--- config.mk ---
export PLATFORM = sky130hd
export DESIGN_NAME = tape_saver
export DESIGN_NICKNAME = d
export VERILOG_FILES = /design/src/rtl/tape_saver.sv
export SDC_FILE = /design/constraint.sdc
export NUM_CORES = 1
export LEC_CHECK = 0
export ABC_AREA = 1
export CORE_ASPECT_RATIO = 1.5
export CORE_MARGIN = 4
export CORE_UTILIZATION = 55
export CTS_BUF_LIST = sky130_fd_sc_hd__clkbuf_8
export DETAILED_ROUTE_END_ITERATION = 16
export HOLD_SLACK_MARGIN = 0.05
export MAX_ROUTING_LAYER = met4
export PLACE_DENSITY = 0.81
export SLEW_MARGIN = 20
export SYNTH_ARGS = -nofsm -noshare
export SYNTH_HDL_FRONTEND = slang
export SYNTH_SLANG_ARGS = --single-unit
--- constraint.sdc ---
create_clock -name clk_48 -period 3.4 [get_ports clk_48]
set_input_delay 0.34 -clock clk_48 [delete_from_list [all_inputs] [get_ports clk_48]]
set_output_delay 0.34 -clock clk_48 [all_outputs]
set_load 0.03 [all_outputs]
--- src/rtl/tape_saver.sv ---
// Streams an Oric memory region as a .TAP image over the ioctl upload channel.
// The header is generated on the fly; payload bytes are fetched through an arbitrated RAM read port.
module tape_saver #(
  parameter int SYNC_LEN = 3
) (
  input  logic        clk_48,
  input  logic        reset,
  input  logic [15:0] save_start,
  input  logic [15:0] save_end,
  input  logic [7:0]  save_type,
  input  logic [7:0]  save_auto,
  input  logic        ioctl_upload,
  input  logic        ioctl_rd,
  input  logic [24:0] ioctl_addr,
  output logic [7:0]  ioctl_din,
  output logic        ioctl_wait,
  output logic [15:0] ram_addr,
  output logic        ram_rd,
  input  logic        ram_gnt,
  input  logic [7:0]  ram_q,
  output logic [16:0] save_size,
  output logic        busy
);

  localparam logic [24:0] SYNC_W = 25'(SYNC_LEN);
  localparam logic [24:0] HDR_W  = 25'(SYNC_LEN + 11);

  typedef enum logic [1:0] {IDLE, READY, REQ, DATA} state_t;
  state_t state_reg, state_next;

  logic        upload_prev_reg;
  logic [15:0] start_reg;
  logic [15:0] end_reg;
  logic [7:0]  type_reg;
  logic [7:0]  auto_reg;
  logic [16:0] len_reg;
  logic [16:0] size_reg;
  logic [7:0]  din_reg;
  logic [15:0] addr_reg;

  logic        upload_rise;
  logic        upload_lost;
  logic [16:0] len_calc;
  logic [24:0] hdr_idx;
  logic [24:0] pay_off;
  logic        is_header;
  logic        is_payload;
  logic        rd_accept;
  logic [7:0]  hdr_byte;

  assign upload_rise = ioctl_upload & ~upload_prev_reg;
  assign upload_lost = (state_reg != IDLE) & ~ioctl_upload;
  assign len_calc    = (save_end >= save_start) ?
                       ({1'b0, save_end} - {1'b0, save_start} + 17'd1) : 17'd0;
  assign hdr_idx     = ioctl_addr - SYNC_W;
  assign pay_off     = ioctl_addr - HDR_W;
  assign is_header   = ioctl_addr < HDR_W;
  // pay_off < len is only meaningful past the header, where it cannot underflow
  assign is_payload  = !is_header && (pay_off < {8'd0, len_reg});
  assign rd_accept   = (state_reg == READY) && ioctl_rd && ioctl_upload;

  always_comb begin
    hdr_byte = 8'h00;
    if (ioctl_addr < SYNC_W) begin
      hdr_byte = 8'h16;
    end else begin
      case (hdr_idx)
        25'd0:   hdr_byte = 8'h24;
        25'd3:   hdr_byte = type_reg;
        25'd4:   hdr_byte = auto_reg;
        25'd5:   hdr_byte = end_reg[15:8];
        25'd6:   hdr_byte = end_reg[7:0];
        25'd7:   hdr_byte = start_reg[15:8];
        25'd8:   hdr_byte = start_reg[7:0];
        default: hdr_byte = 8'h00;
      endcase
    end
  end

  always_ff @(posedge clk_48) begin
    if (reset) state_reg <= IDLE;
    else       state_reg <= state_next;
  end

  always_comb begin
    state_next = state_reg;
    unique case (state_reg)
      IDLE:    if (upload_rise) state_next = READY;
      READY:   if (ioctl_rd && is_payload) state_next = REQ;
      REQ:     if (ram_gnt) state_next = DATA;
      DATA:    state_next = READY;
      default: state_next = IDLE;
    endcase
    if (upload_lost) state_next = IDLE;
  end

  always_comb begin
    busy       = (state_reg != IDLE);
    ram_rd     = (state_reg == REQ);
    ioctl_wait = (state_reg == REQ) || (state_reg == DATA);
  end

  always_ff @(posedge clk_48) begin
    if (reset) begin
      upload_prev_reg <= 1'b0;
      start_reg       <= 16'h0000;
      end_reg         <= 16'h0000;
      type_reg        <= 8'h00;
      auto_reg        <= 8'h00;
      len_reg         <= 17'd0;
      size_reg        <= 17'd0;
      din_reg         <= 8'h00;
      addr_reg        <= 16'h0000;
    end else begin
      upload_prev_reg <= ioctl_upload;
      if (state_reg == IDLE && upload_rise) begin
        start_reg <= save_start;
        end_reg   <= save_end;
        type_reg  <= save_type;
        auto_reg  <= save_auto;
        len_reg   <= len_calc;
        size_reg  <= HDR_W[16:0] + len_calc;
      end
      if (rd_accept) begin
        if (is_payload)     addr_reg <= start_reg + pay_off[15:0];
        else if (is_header) din_reg  <= hdr_byte;
        else                din_reg  <= 8'h00;
      end
      // a fetch aborted by upload loss never lands in ioctl_din
      if (state_reg == DATA && state_next == READY) din_reg <= ram_q;
    end
  end

  assign ioctl_din = din_reg;
  assign ram_addr  = addr_reg;
  assign save_size = size_reg;

endmodule

==> metrics.md <==
| Metric | Value |
|---|---|
| Largest net degree at the start of global routing | 128 |
| Async S/R FF share, synth | 0% |
| GR Util met3 | under 10% |
| Rows | 56 |
| Seq/Total Area, Yosys | roughly 24% |
| Pre-CTS setup slack | -0.244 ns |
| Vias in the first global route | ~9.5k |
| Vias per inst | 5.40 |
| Tmin final | about 3.2 ns |
| Design area | approximately 12000 µm² |
| CORE AREA | approximately 16000 µm² |
| Worst reg2reg endpoint | ram_addr[14] |
| Clk Latency, worst-skew pair | approximately 0.39 ns |
| Critical Path Source Type | primary input |
| Initial antenna violation count | 0 |
| Mapped Area | ~9000 µm² |
| Maximum VDD drop | between 0.2 and 0.3 mV |
| Wirelength per Cell | around 17 µm |
| Post-synth EDFFs | 0 |
| Netlist cell types | 49 |
| Layout fillers | 1364 |
| Critical path origin | save_start[1] |
| Critical path class | primary input to flop |
| Hold Buf Count CTS | 0 |
| Clk_skew | around 0.022 ns |
| Crit share post-route | between 90% and 100% |
| Clock power share | between 20% and 30% |
| Lkg Pwr | 0.00553 µW |
| Placed cells | roughly 1.8k |
| Switching Share | a little under two fifths |
| First-pass GRT wire length | approximately 47 mm |
| Syn Nets | around 1.5k |
| ANT nets after route | 0 |
| TritonCTS clock tree | done |
| Area growth from synthesis to layout | 29.8% |
| Die area | between 15000 and 20000 µm² |
| Worst-path maximum fanout | 4 |
| Final #Nets | between 1.5k and 2k |
| Slack of the worst reg-to-reg path | 1.08 ns |
| Initial DRC Count | around 710 |
| Logic pwr share | 38.1% |
| Most used DFF post-synth | dfxtp_1 |
| Ports | 130 |
| Global route hottest layer | met2 |
| Met2 Use GR | between 60% and 70% |
| Power Internal | approximately 2200 µW |
| Max-slew violation count | 0 |
| Min-Delay Path Class | flop to flop |
| Commonest non-fill, non-tap cell in the layout | nand2_1 |
| Htree depth | 3 |
| Die Wd | 112 µm |
| Cells after Synth | 1361 |
| Share of layout cells above drive strength 1 | around 15% |
| Seq pwr share | between 30% and 40% |
| Clk root buf | clkbuf_8 |
| Maxcap violations | 0 |
| Sink Count | around 110 |
| Ant diodes | 0 |
| Fin cells | 1807 |
| R2r worst-path depth | 12 |
| Most frequent cells in the layout | nand2_1, nor2_1, inv_1 |
| Routability cong. | between 1 and 1.5 |
| Sw Pwr | 1370 µW |
| Critical Path RT | roughly 3.7 ns |
| Met1 Use GR | 34.2% |
| Endpoints failing setup | 0 |
| All-layer global routing usage | 33.3% |
| Starting Density | roughly 57% |
| Crit path arrival time | roughly 3.5 ns |
| Largest register FFs | 17 |
| Final WL | 30.2 mm |
| Slew headroom | 64.6% |
| Origin of the critical flop-to-flop path | start_reg[0] |
| Post-route setup slack | ~0.23 ns |
| Die height | roughly 160 µm |
| DRC viols | 0 |
| Worst setup path end | save_size[14] |
| Congestion Overflow GR | 0 |
| Setup bufs post-CTS | 0 |
| Pwr per Cell Area | between 300 and 400 nW/µm² |
| CTS Buffer Depth | 2 |
| Fmax | ~0.32 GHz |
| Clk slew on worst S/H paths | approximately 0.13 ns |
| DR vias | around 9.8k |
| Placed cell areas | roughly 11000 µm² |
| Setup crit end kind | flop |
| Util after Layout | roughly 73% |
| Synth Warn # | 0 |
| Transition time of the tightest slew-check pin | 0.529 ns |
| Final HPWL DP | about 25 mm |
| Run status | finished, final reports clean |
| Router iterations before antenna repair | 5 |
| Buffers on Ports | ~130 |
| Synthesized area per cell | 6.55 µm² |
| Register bit count reported by yosys | about 110 |
| Setup TNS | 0 ns |
| TritonCTS buffer count | 9 |
| Final Hold Fails | 0 |
cells by family after synthesis:
family	count (synthesis)	synth area share, %
AOI/OAI and AO/OA	238	14.1
DFF	108	24.2
xor gates and xnor gates	48	4.71
buffers and inverters	222	9.97
and+or+nand+nor	669	35.6
adders and majority gates	76	11.4
worst min path at each step:
stage               depth (start not counted)           to   startpoint  slack (ns)
floorplan                                   2  auto_reg[6]  auto_reg[6]        0.43
global placement                            2  auto_reg[6]  auto_reg[6]        0.44
detailed placement                          2  auto_reg[6]  auto_reg[6]        0.45
CTS                                         2  auto_reg[6]  auto_reg[6]        0.47
global route                                2  auto_reg[6]  auto_reg[6]        0.49
finish                                      2  auto_reg[6]  auto_reg[6]        0.47
through the flow:
stage                     hold WS [ns]  power (µW)
after floorplan                  0.430        2180
after global placement           0.444        2780
after detailed placement         0.449        2800
after CTS                        0.468        3620
after global routing             0.489        3820
final                            0.465        3620
cells in the mapped netlist, types with 5 or more instances:
cell type	instances	area, µm²
xor2_1	33	289
o21ai_0	110	551
fa_1	9	180
nor2_4	17	191
clkbuf_1	27	101
ha_1	67	838
a21oi_1	102	510
nand4_1	29	181
nand2_4	8	90.1
xnor2_1	15	131
nor3_1	13	65.1
nand3b_1	5	37.5
inv_1	168	631
dfxtp_1	108	2160
nor2_2	16	100
nand3_1	122	611
inv_2	12	45.0
nand2_1	244	916
nor2_1	184	691
nand2_2	10	62.6
power by group through the flow:
stage               clock network (µW)  registers, µW  logic (µW)
finish                             826           1410        1380
CTS                                831           1410        1370
detailed placement                   0           1440        1360
floorplan                            0           1450         730
global route                       881           1420        1520
global placement                     0           1440        1340
cell type report:
class,count,area [µm²],share of cell area (%)
tap,203,254,2.19
clock inverter,7,85.1,0.735
clock buffer,9,124,1.07
multi-input combinational,1031,5890,50.9
timing repair buffer,267,2380,20.5
inverter,182,684,5.91
sequential,108,2160,18.7
worst max-delay path, stage by stage:
cell	delay, ns
clkdlybuf4s50_1	0.49
inv_1	0.06
ha_1	0.29
inv_1	0.06
ha_1	0.23
fa_1	0.41
nand3_1	0.10
nand2_1	0.12
buf_4	0.17
a21oi_1	0.14
xor2_1	0.08
inv_1	0.05
nand2_1	0.08
nor2_1	0.26
inv_1	0.09
nor2_1	0.17
nand3_1	0.10
nand2_1	0.07
nand3_1	0.06
nand2_1	0.07
inv_1	0.03
what timing repair did:
item                                   4_1_cts  5_1_grt
setup endpoints to repair                    0       20
resized for setup                            0        6
endpoints found under the hold margin        0        0
layer usage:
layer / vias up / part of all wire, % / routed length, µm
li1: 4902 / - / -
met1: 4462 / 37 / 11200
met2: 310 / 52 / 15800
met3: 92 / 4.5 / 1350
met4: 0 / 6.3 / 1900
met5: - / 0 / 0
Power figures use the tool's default switching activity.
